`config.mk`:
```
export PLATFORM = sky130hd
export DESIGN_NAME = csr_master_agent
export DESIGN_NICKNAME = d
export VERILOG_FILES = /design/src/rtl/csr_master_agent.sv
export SDC_FILE = /design/constraint.sdc
export NUM_CORES = 1
export LEC_CHECK = 0
export ABC_AREA = 1
export BUFFER_PORTS_ARGS = -buffer_cell sky130_fd_sc_hd__buf_2
export CORE_ASPECT_RATIO = 0.75
export CORE_MARGIN = 2
export CORE_UTILIZATION = 40
export DETAILED_ROUTE_END_ITERATION = 12
export PLACE_DENSITY = 0.76
export SLEW_MARGIN = 20
export SYNTH_ARGS = -nofsm -noshare
export SYNTH_HDL_FRONTEND = slang
export SYNTH_SLANG_ARGS = --single-unit
```
`constraint.sdc`:
```
create_clock -name clk -period 1.7 [get_ports clk]
set_input_delay 0.255 -clock clk [delete_from_list [all_inputs] [get_ports clk]]
set_output_delay 0.255 -clock clk [all_outputs]
set_load 0.01 [all_outputs]
```
`src/rtl/csr_master_agent.sv`:
```
// Single-outstanding CSR bus master: turns one host command into one CSR
// request/response transaction and returns read data plus fault/timeout status.
module csr_master_agent #(
    parameter int ADDR_W         = 32,
    parameter int DATA_W         = 32,
    parameter int TIMEOUT_CYCLES = 256
) (
    input  logic              clk,
    input  logic              rst_n,
    input  logic              cmd_valid,
    output logic              cmd_ready,
    input  logic              cmd_write,
    input  logic [ADDR_W-1:0] cmd_addr,
    input  logic [DATA_W-1:0] cmd_wdata,
    input  logic [1:0]        cmd_priv,
    output logic              res_valid,
    input  logic              res_ready,
    output logic [DATA_W-1:0] res_rdata,
    output logic              res_fault,
    output logic              res_timeout,
    output logic              csr_req_valid,
    input  logic              csr_req_ready,
    output logic              csr_req_write,
    output logic [ADDR_W-1:0] csr_req_addr,
    output logic [DATA_W-1:0] csr_req_wdata,
    output logic [1:0]        csr_req_priv,
    input  logic              csr_rsp_valid,
    output logic              csr_rsp_ready,
    input  logic [DATA_W-1:0] csr_rsp_rdata,
    input  logic              csr_rsp_fault
);

    localparam int CNT_W = (TIMEOUT_CYCLES > 2) ? $clog2(TIMEOUT_CYCLES) : 1;
    // The counter reads 0 in the first REQ cycle, so expiry is decided one
    // count early to land DONE exactly TIMEOUT_CYCLES cycles after accept.
    localparam logic [CNT_W-1:0] CNT_LAST = CNT_W'(TIMEOUT_CYCLES - 2);

    typedef enum logic [1:0] {
        ST_IDLE,
        ST_REQ,
        ST_WAIT,
        ST_DONE
    } state_e;

    state_e            state_q, state_d;
    logic              write_q, write_d;
    logic [ADDR_W-1:0] addr_q, addr_d;
    logic [DATA_W-1:0] wdata_q, wdata_d;
    logic [1:0]        priv_q, priv_d;
    logic [CNT_W-1:0]  cnt_q, cnt_d;
    logic [DATA_W-1:0] rdata_q, rdata_d;
    logic              fault_q, fault_d;
    logic              timeout_q, timeout_d;
    logic              expired;

    assign expired = (cnt_q >= CNT_LAST);

    always_comb begin
        // NOTE: every signal gets its hold value first so no path can infer a latch.
        state_d   = state_q;
        write_d   = write_q;
        addr_d    = addr_q;
        wdata_d   = wdata_q;
        priv_d    = priv_q;
        cnt_d     = cnt_q;
        rdata_d   = rdata_q;
        fault_d   = fault_q;
        timeout_d = timeout_q;

        unique case (state_q)
            ST_IDLE: begin
                if (cmd_valid) begin
                    write_d = cmd_write;
                    addr_d  = cmd_addr;
                    wdata_d = cmd_wdata;
                    priv_d  = cmd_priv;
                    cnt_d   = '0;
                    state_d = ST_REQ;
                end
            end
            ST_REQ: begin
                cnt_d = cnt_q + CNT_W'(1);
                if (csr_req_ready) begin
                    state_d = ST_WAIT;
                end else if (expired) begin
                    rdata_d   = '0;
                    fault_d   = 1'b1;
                    timeout_d = 1'b1;
                    state_d   = ST_DONE;
                end
            end
            ST_WAIT: begin
                cnt_d = cnt_q + CNT_W'(1);
                if (csr_rsp_valid) begin
                    rdata_d   = csr_rsp_rdata;
                    fault_d   = csr_rsp_fault;
                    timeout_d = 1'b0;
                    state_d   = ST_DONE;
                end else if (expired) begin
                    rdata_d   = '0;
                    fault_d   = 1'b1;
                    timeout_d = 1'b1;
                    state_d   = ST_DONE;
                end
            end
            ST_DONE: begin
                if (res_ready) begin
                    state_d = ST_IDLE;
                end
            end
            default: state_d = ST_IDLE;
        endcase
    end

    // NOTE: sequential state uses non-blocking assignments so all flops update together.
    always_ff @(posedge clk) begin
        if (rst_n) begin
            state_q   <= ST_IDLE;
            write_q   <= 1'b0;
            addr_q    <= '0;
            wdata_q   <= '0;
            priv_q    <= '0;
            cnt_q     <= '0;
            rdata_q   <= '0;
            fault_q   <= 1'b0;
            timeout_q <= 1'b0;
        end else begin
            state_q   <= state_d;
            write_q   <= write_d;
            addr_q    <= addr_d;
            wdata_q   <= wdata_d;
            priv_q    <= priv_d;
            cnt_q     <= cnt_d;
            rdata_q   <= rdata_d;
            fault_q   <= fault_d;
            timeout_q <= timeout_d;
        end
    end

    assign cmd_ready     = (state_q == ST_IDLE);
    assign csr_req_valid = (state_q == ST_REQ);
    assign csr_rsp_ready = (state_q != ST_REQ);
    assign res_valid     = (state_q == ST_DONE);
    assign csr_req_write = write_q;
    assign csr_req_addr  = addr_q;
    assign csr_req_wdata = wdata_q;
    assign csr_req_priv  = priv_q;
    assign res_rdata     = rdata_q;
    assign res_fault     = fault_q;
    assign res_timeout   = timeout_q;

endmodule

```
==> flow_metrics.py <==
metrics = {
    "status": {
        "status": "completed",
    },
    "power_and_ir_drop": {
        "power_uw": 6220,
        "powerDensity_nw_per_um2": 1086,
        "leakage_uw": 0.003034,
        "ir_worst_vdd_mv": 0.8274,
    },
    "grt": {
        "grt-ovfl-total": 0,
        "grt_pass1_wl_um": 15700,
        "grt_usage_pct": 17.39,
        "grt_pass1_vias": 3570,
        "grt_max_degree": 69,
        "antenna_found_initial": 0,
    },
    "sta": {
        "setup_ws_ns": 0.1069,
        "fin_crit_sh_pct": 93.71,
        "max_freq_mhz": 627.7,
        "slew_headroom_pct": 66.72,
        "setup_viol": 0,
        "drv_slew": 0,
        "fin_crit_ns": 1.593,
        "holdWs_ns": 0.1534,
        "worstMarginPinSlew_ns": 0.4992,
        "setup_tns_ns": 0,
        "finalHoldViolCount": 0,
        "grt_setup_unrepaired": "false",
        "finClkSkew_ns": 0.005109,
    },
    "clock_tree": {
        "cts.sinks": 111,
        "clock_latency_ns": 0.34,
        "postCtsHoldBufs": 0,
        "htreeDepth": 3,
        "cts_setup_buffers": 0,
        "cts_tree": "yes",
        "clockBufferDepth": 2,
        "cts_resized": 0,
        "cts_root_buf": "clkbuf_16",
        "cts_inserted_buffers": 9,
        "path_clk_slew_ns": 0.07,
    },
    "final_layout": {
        "antennaDiodeCount": 0,
        "drive_gt1_share_pct": 35.65,
        "fin_area_um2": 5727,
        "syn2layout_area_growth_pct": 36.91,
        "nets": 815,
    },
    "worst_setup_path": {
        "r2r_end": "res_rdata[15]$_SDFFE_PP0P_",
        "setup.worst_path.end": "res_rdata[15]$_SDFFE_PP0P_",
        "critPathLaunch": "state_q[0]$_SDFFE_PP0P_",
        "critPathKind": "register to register",
        "path_cells": "inv_1, buf_4, ha_1, nand3_2, buf_12, mux2i_1, nor2_1",
        "reg2reg_depth": 7,
        "cp_max_fo": 34,
        "worstReg2RegStart": "state_q[0]$_SDFFE_PP0P_",
        "slowest_stage": "dfxtp_1",
        "critPathRequiredTime_ns": 1.93,
        "critPathCaptureType": "register",
        "critical_path_arrival_ns": 1.82,
        "critPathLaunchType": "register",
        "ff2ff_setup_slack_ns": 0.11,
        "slowest_delay_ns": 0.36,
    },
    "yosys": {
        "synthArstFlopShare_pct": 0,
        "synth_cell_types": 28,
        "netlist_top_cells_count": "nor2_1 (178), dfxtp_1 (111), o21ai_0 (66)",
        "synthCells": 498,
        "synth_area_leader_cell": "dfxtp_1",
        "synthDominantCellAreaShare_pct": 53.13,
        "syn_area_um2": 4183,
        "ys_ff_latch": 111,
        "syn_area_per_cell_um2": 8.399,
        "synth_edf_count": 0,
        "synthFlopType": "dfxtp_1",
        "ys_warn_count": 0,
        "synthTopCellsByArea": "dfxtp_1 (53%), nor2_1 (16%), mux2i_1 (7.9%)",
        "ys_seq_area_share_pct": 53.13,
        "yosysMostFrequentCell": "nor2_1",
        "syn_nets": 611,
    },
    "place": {
        "dpl.hpwl_um": 7485,
        "place_congestion": 0.8063,
        "dpl_cell_area_um2": 5343,
        "port_buffers": 210,
        "dp_slack_ns": 0.05295,
    },
    "drt": {
        "antenna_left": 0,
        "first_pass_iters": 4,
        "wl_um": 10500,
        "via_per_inst": 4.637,
        "avgRoutedWirePerCell_um": 12.50,
        "remaining_drc_errors": 0,
        "vias": 3895,
        "drt_iter0_markers": 106,
    },
    "die": {
        "die-area_um2": 11300,
        "fp-row-count": 32,
        "core_region_area_um2": 10250,
        "die_x_um": 122.1,
        "start_util_pct": 40.81,
        "num_io_pins": 211,
        "die_h_um": 92.56,
    },
    "run": {
        "max-cap-violations": 0,
    },
    "min_path": {
        "hp-class": "primary input to register",
    },
}
[placed cells by master (no fill, tap or decap), types with 5 or more instances in the layout]
cell,Yosys,routed
nor2_1,178,177
mux2i_1,33,33
nor2_2,4,5
nand2_1,22,22
buf_2,5,210
ha_1,7,7
o21ai_1,5,5
o21ai_0,66,66
a21oi_1,11,11
inv_1,13,13
dfxtp_1,111,111
clkbuf_16,0,11
[state kept, by name, indices dropped and copies added (netlist names)]
signal	cells
res_fault	1
csr_req_addr	32
csr_req_priv	2
state_q	2
csr_req_wdata	32
res_timeout	1
cnt_q	8
res_rdata	32
csr_req_write	1
[cell families (layout without fill, tap and decap cells)]
logic type / count (synthesis) / in the layout / share of synthesized area, %
simple gates: 215 / 215 / 20.31
flops: 111 / 111 / 53.13
compound gates: 86 / 86 / 10.56
buf+inv: 46 / 252 / 6.013
mux: 33 / 33 / 7.897
fa+ha+maj: 7 / 7 / 2.094
[power by group]
| group | leakage [uW] | internal, uW | switching [uW] |
|---|---|---|---|
| Clock | 0.000153 | 1410 | 872 |
| Sequential | 0.000910 | 2790 | 95.1 |
| Combinational | 0.00197 | 449 | 597 |
| Total | 0.00303 | 4660 | 1560 |
[routing by layer]
metal,global-route usage [%],routed length (um),up-vias
li1,-,-,1998
met1,19.31,4570,1732
met2,29.66,4766,150
met3,7.328,980,15
met4,6.513,186,0
met5,0,0,-
[area by class of cell]
type,instances,area (um2)
clock buffers,9,225.2
multi-input cells,341,1722
repair buffers,221,1222
fillers,938,4523
well taps,136,170.2
clock inverters,4,97.59
inverters,18,67.56
flip-flops and latches,111,2222
[stage by stage]
stage | cells | utilization (%)
after floorplan | 498 | -
after global placement | 825 | 52.12
after detailed placement | 825 | 52.12
after CTS | 838 | 55.27
final | 840 | 55.87
after global routing | 840 | 55.87
[worst min-delay path by stage]
stage / from / end / slack [ns] / depth (start not counted)
global placement: res_timeout$_SDFFE_PP0P_ / res_timeout$_SDFFE_PP0P_ / 0.44 / 2
global route: cmd_wdata[1] / csr_req_wdata[1]$_SDFFE_PP0P_ / 0.16 / 3
detailed placement: res_timeout$_SDFFE_PP0P_ / res_timeout$_SDFFE_PP0P_ / 0.44 / 2
floorplan: rst_n / cnt_q[1]$_SDFFE_PP0P_ / 0.32 / 1
finish: cmd_write / csr_req_write$_SDFFE_PP0P_ / 0.15 / 3
CTS: cmd_write / csr_req_write$_SDFFE_PP0P_ / 0.15 / 3
[worst max-delay path, delay by kind of cell (launching register included)]
family | cells | cell delay [ns]
buffers and inverters | 3 | 0.46
DFF | 1 | 0.36
adders and majority gates | 1 | 0.24
muxes | 1 | 0.24
and+or+nand+nor | 2 | 0.18
Power figures use the tool's default switching activity.
